--- src/rtl/io_bus_arbiter.sv ---
// io_bus_arbiter: shares the IO address/data registers and strobe handshake
// between CPU port 0 and DMA port 1 with round-robin arbitration, a fixed
// SETUP/STROBE sequence, and an ack-or-timeout completion.
module io_bus_arbiter #(
    parameter int unsigned TIMEOUT = 15,
    parameter int unsigned CNT_W   = 4
) (
    input  logic        clk,
    input  logic        rst,
    input  logic        req0,
    input  logic        we0,
    input  logic [7:0]  addr0,
    input  logic [15:0] wdata0,
    input  logic        req1,
    input  logic        we1,
    input  logic [7:0]  addr1,
    input  logic [15:0] wdata1,
    output logic        gnt0,
    output logic        gnt1,
    output logic        done0,
    output logic        done1,
    output logic        err,
    output logic [15:0] rdata,
    output logic        busy,
    output logic [7:0]  io_addr,
    output logic [15:0] io_data,
    output logic        io_rd,
    output logic        io_wr,
    input  logic        io_ack,
    input  logic [15:0] io_rdata
);
    localparam int unsigned AW = 8;
    localparam int unsigned DW = 16;
    localparam logic [CNT_W-1:0] CNT_LAST = CNT_W'(TIMEOUT - 1);
    localparam logic [DW-1:0]    RD_ERR   = DW'(16'hFFFF);

    typedef enum logic [1:0] {IDLE, SETUP, STROBE, DONE} state_t;

    state_t           state, state_nx;
    logic [CNT_W-1:0] cnt, cnt_nx;
    logic             last, last_nx;   // port served most recently
    logic             sel, sel_nx;     // port currently owning the bus
    logic             we, we_nx;
    logic             pick;
    logic             gnt0_nx, gnt1_nx, done0_nx, done1_nx, err_nx, busy_nx;
    logic             io_rd_nx, io_wr_nx;
    logic [DW-1:0]    rdata_nx, io_data_nx;
    logic [AW-1:0]    io_addr_nx;

    // Next-state and next-output logic for the IDLE/SETUP/STROBE/DONE sequence
    always_comb begin
        state_nx   = state;
        cnt_nx     = cnt;
        last_nx    = last;
        sel_nx     = sel;
        we_nx      = we;
        pick       = 1'b0;
        gnt0_nx    = gnt0;
        gnt1_nx    = gnt1;
        done0_nx   = 1'b0;
        done1_nx   = 1'b0;
        err_nx     = err;
        busy_nx    = busy;
        rdata_nx   = rdata;
        io_addr_nx = io_addr;
        io_data_nx = io_data;
        io_rd_nx   = 1'b0;
        io_wr_nx   = 1'b0;
        unique case (state)
            IDLE: begin
                if (req0 || req1) begin
                    // on contention the port not served last wins
                    pick       = (req0 && req1) ? ~last : req1;
                    sel_nx     = pick;
                    we_nx      = pick ? we1 : we0;
                    io_addr_nx = pick ? addr1 : addr0;
                    if (we_nx) begin
                        io_data_nx = pick ? wdata1 : wdata0;
                    end
                    gnt0_nx  = ~pick;
                    gnt1_nx  = pick;
                    busy_nx  = 1'b1;
                    state_nx = SETUP;
                end
            end
            SETUP: begin
                io_wr_nx = we;
                io_rd_nx = ~we;
                state_nx = STROBE;
            end
            STROBE: begin
                if (io_ack || (cnt == CNT_LAST)) begin
                    // ack wins over a simultaneous timeout
                    err_nx = ~io_ack;
                    if (!we) begin
                        rdata_nx = io_ack ? io_rdata : RD_ERR;
                    end
                    done0_nx = ~sel;
                    done1_nx = sel;
                    last_nx  = sel;
                    state_nx = DONE;
                end else begin
                    cnt_nx   = cnt + CNT_W'(1);
                    io_wr_nx = we;
                    io_rd_nx = ~we;
                end
            end
            DONE: begin
                gnt0_nx  = 1'b0;
                gnt1_nx  = 1'b0;
                busy_nx  = 1'b0;
                cnt_nx   = '0;
                state_nx = IDLE;
            end
            default: state_nx = IDLE;
        endcase
    end

    // State and output registers; reset drops any transaction in flight
    always_ff @(posedge clk) begin
        if (rst) begin
            state   <= IDLE;
            cnt     <= '0;
            last    <= 1'b1;
            sel     <= 1'b0;
            we      <= 1'b0;
            gnt0    <= 1'b0;
            gnt1    <= 1'b0;
            done0   <= 1'b0;
            done1   <= 1'b0;
            err     <= 1'b0;
            busy    <= 1'b0;
            rdata   <= '0;
            io_addr <= '0;
            io_data <= '0;
            io_rd   <= 1'b0;
            io_wr   <= 1'b0;
        end else begin
            state   <= state_nx;
            cnt     <= cnt_nx;
            last    <= last_nx;
            sel     <= sel_nx;
            we      <= we_nx;
            gnt0    <= gnt0_nx;
            gnt1    <= gnt1_nx;
            done0   <= done0_nx;
            done1   <= done1_nx;
            err     <= err_nx;
            busy    <= busy_nx;
            rdata   <= rdata_nx;
            io_addr <= io_addr_nx;
            io_data <= io_data_nx;
            io_rd   <= io_rd_nx;
            io_wr   <= io_wr_nx;
        end
    end

endmodule

--- config.mk ---
export PLATFORM = sky130hd
export DESIGN_NAME = io_bus_arbiter
export DESIGN_NICKNAME = d
export VERILOG_FILES = /design/src/rtl/io_bus_arbiter.sv
export SDC_FILE = /design/constraint.sdc
export NUM_CORES = 1
export LEC_CHECK = 0
export CORE_ASPECT_RATIO = 2
export CORE_MARGIN = 10
export CORE_UTILIZATION = 41
export CTS_CLUSTER_SIZE = 30
export DETAILED_ROUTE_END_ITERATION = 10
export GPL_TIMING_DRIVEN = 0
export PLACE_DENSITY_LB_ADDON = 0.1
export REMOVE_ABC_BUFFERS = 1
export SLEW_MARGIN = 5
export SYNTH_ARGS = -nofsm -noshare
export SYNTH_HDL_FRONTEND = slang
export SYNTH_SLANG_ARGS = --single-unit
--- constraint.sdc ---
create_clock -name clk -period 1.7 [get_ports clk]
set_input_delay 0.34 -clock clk [delete_from_list [all_inputs] [get_ports clk]]
set_output_delay 0.34 -clock clk [all_outputs]
set_load 0.03 [all_outputs]
==> impl_metrics.toml <==
[global_routing]
gr-total-overflow = 0
grt_pass1_vias = 2501
grt_max_degree = 40
antenna_found_initial = 0
grt_usage_pct = 16.2
grt_pass1_wl_microns = 12300

[clocking]
clk_path_buf_depth = 2
h-tree-depth = 3
clock-sinks = 57
insertion_delay_ns = 0.32
cts_root_buf = "clkbuf_16"
cts_tree = "built"
cts_buffers = 9
clk_pin_slew_ns = 0.05

[routing]
drt-initial-drc-count = 108
via_per_inst = 5.25
wl_per_cell_microns = 17.3
vias = 2415
drc_errors = 0
firstDrtPassIters = 4
ant_nets = 0
routed_wirelength_microns = 7980

[die]
die_h_microns = 131
core.rowCount = 40
dieWidth_microns = 75.4
start_util_pct = 41.9
die_area_sq_um = 9860
placeableCoreArea_sq_um = 6010
io_pins = 119

[logic_synthesis]
yosys_warnings = 0
synth-seq-cells = 57
synth_edf_count = 0
yosys.area.top_type_share_pct = 45.3
ys_async_sr_fraction_pct = 0
yosys-top-cells-area = "dfxtp_1 45%, mux2i_1 10%, nor2_1 7.5%"
synth-main-ff-cell = "dfxtp_1"
ys_types = 38
synth_cells = 271
netlist.top_cell.by_area = "dfxtp_1"
avgSynthCellArea_sq_um = 9.29
synth_area_sq_um = 2520
yosysSeqAreaShare_pct = 45.3

[placed_design]
io_buffer_count = 118
post-place-ws_ns = -1.10
place_congestion = 0.786
dpl-instance-area_sq_um = 3720
dp_hpwl_microns = 5860
dp.cells = 434

[sta]
slew_violations = 0
hold_viol_final = 0
finalWorstSetupSlack_ns = 0.0357
rsz0062_at_grt = "no"
max_freq_mhz = 601
setup_viol_count_final = 0
period_needed_ns = 1.66
fin_skew_ns = 0.00304
period_share_pct = 97.9
worstMarginPinSlew_ns = 0.397
slew_headroom_pct = 73.6

[finish]
syn2layout_area_growth_pct = 67.7
layout_commonest_cell = "clkdlybuf4s50_1"
diodes = 0
stdcell_count = 460
final_cell_mix = "82 x clkdlybuf4s50_1, 57 x dfxtp_1, 50 x nor2_1, 26 x mux2i_1, 24 x a21oi_1"
final_nets = 472
layout-drive-gt1-share_pct = 11.3
fillers = 501
design_area_sq_um = 4220
final_core_util_pct = 70.3

[worst_setup_path]
required_ns = 1.36
critPathMaxStageDelay_ns = 0.68
worst-path-buf-inv = 1
timing.critical_path.max_delay_family = "buffers and inverters"
critPathSlowestCell = "clkdlybuf4s50_1"
cp-end-kind = "output port"
cp.depth = 1
path_max_fanout = 2
reg2reg_depth = 6
critical_path_arrival_ns = 1.32
critPathLaunchType = "flop"
worstSetupPathType = "flop to output port"
path_cells = "clkdlybuf4s50_1"

[pwr]
vdd_drop_max_mv = 0.682
p_int_uw = 3780
power_frac_comb_pct = 42.6
swShare_pct = 36.0
p_leak_uw = 0.00196
seq_power_share_pct = 30.4
powerDensity_nw_per_um2 = 1400
p_sw_uw = 2120
pwr-share-clk_pct = 27.0

[outcome]
status = "finished, final reports clean"

[hold_path]
hold-path-cell-count = 2
hp-class = "flop to flop"

[run]
cap_violations = 0
[what timing repair did]
action / in CTS / in global routing
hold buffers: 0 / 0
gates resized for setup: 24 / 23
endpoints found under the setup margin: 63 / 43
cloned: 1 / 0
buffers inserted: 6 / 5
pin swaps: 4 / 2
[per-stage QoR]
step                      total power (uW)  hold slack [ns]  setup TNS (ns)
after CTS                             5880            0.474               0
after detailed placement              4170            0.468          -35.44
final                                 5910            0.481               0
after global placement                4120            0.452         -108.54
after floorplan                       3200            0.405          -35.13
after global routing                  6240            0.506               0
[flip-flops by register name (all words and copies together), names as in the netlist, 2 cells and up]
register	flops
cnt	4
rdata	16
io_data	16
io_addr	8
state	2
[area by class of cell]
type	instances	area (sq um)	share of cell area (%)
clock buffer	14	264	6.25
inverter	3	11.3	0.267
multi-input combinational	192	1330	31.6
sequential	57	1140	27.0
tap	63	78.8	1.87
timing repair buffer	131	1390	33.0
[power groups by stage]
stage          sequential [uW]  clock, uW  combinational, uW
6_report                  1800       1590               2520
5_1_grt                   1830       1690               2720
4_1_cts                   1800       1640               2440
3_5_place_dp              1820          0               2350
3_3_place_gp              1800          0               2320
2_1_floorplan             2300          0                901
[cell families (layout without fill, tap and decap cells)]
family / after synthesis / in the layout / share of synthesized area (%)
adder cells (fa/ha/maj): 7 / 7 / 3.48
AND/OR/NAND/NOR: 97 / 98 / 18.2
AO/OA/AOI/OAI: 61 / 61 / 17.8
multiplexers: 26 / 26 / 10.3
flip-flops: 57 / 57 / 45.3
buffers and inverters: 23 / 148 / 4.82
[worst paths after layout]
path               from    endpoint  slack, ns
max          io_addr[5]  io_addr[5]       0.04
min                gnt0        gnt0       0.48
max reg2reg      cnt[0]      cnt[0]       0.08
min reg2reg        gnt0        gnt0       0.48
[synthesized netlist by cell type (2+ instances only)]
cell / n
a22oi_1: 2
buf_6: 2
a21oi_1: 24
nand3b_1: 2
nor2_1: 50
dfxtp_1: 57
a211oi_1: 15
nand3_1: 2
nor3b_1: 2
nor2b_1: 3
nor3_1: 19
clkbuf_1: 11
or3_1: 2
nand2b_1: 2
nand2_1: 8
mux2i_1: 26
a211oi_2: 10
ha_1: 7
buf_2: 4
o21ai_0: 3
inv_1: 3
[layer usage]
metal  vias to the layer above  share of wire (%)  track usage [%]  routed length [microns]
met5                         -                  0                0                        0
li1                       1203                  -                -                        -
met3                        13                6.8             5.89                      543
met2                        68                 56             28.7                     4450
met1                      1131                 35             16.3                     2830
met4                         0                2.0             6.60                      158
(Power assumes the default switching activity.)
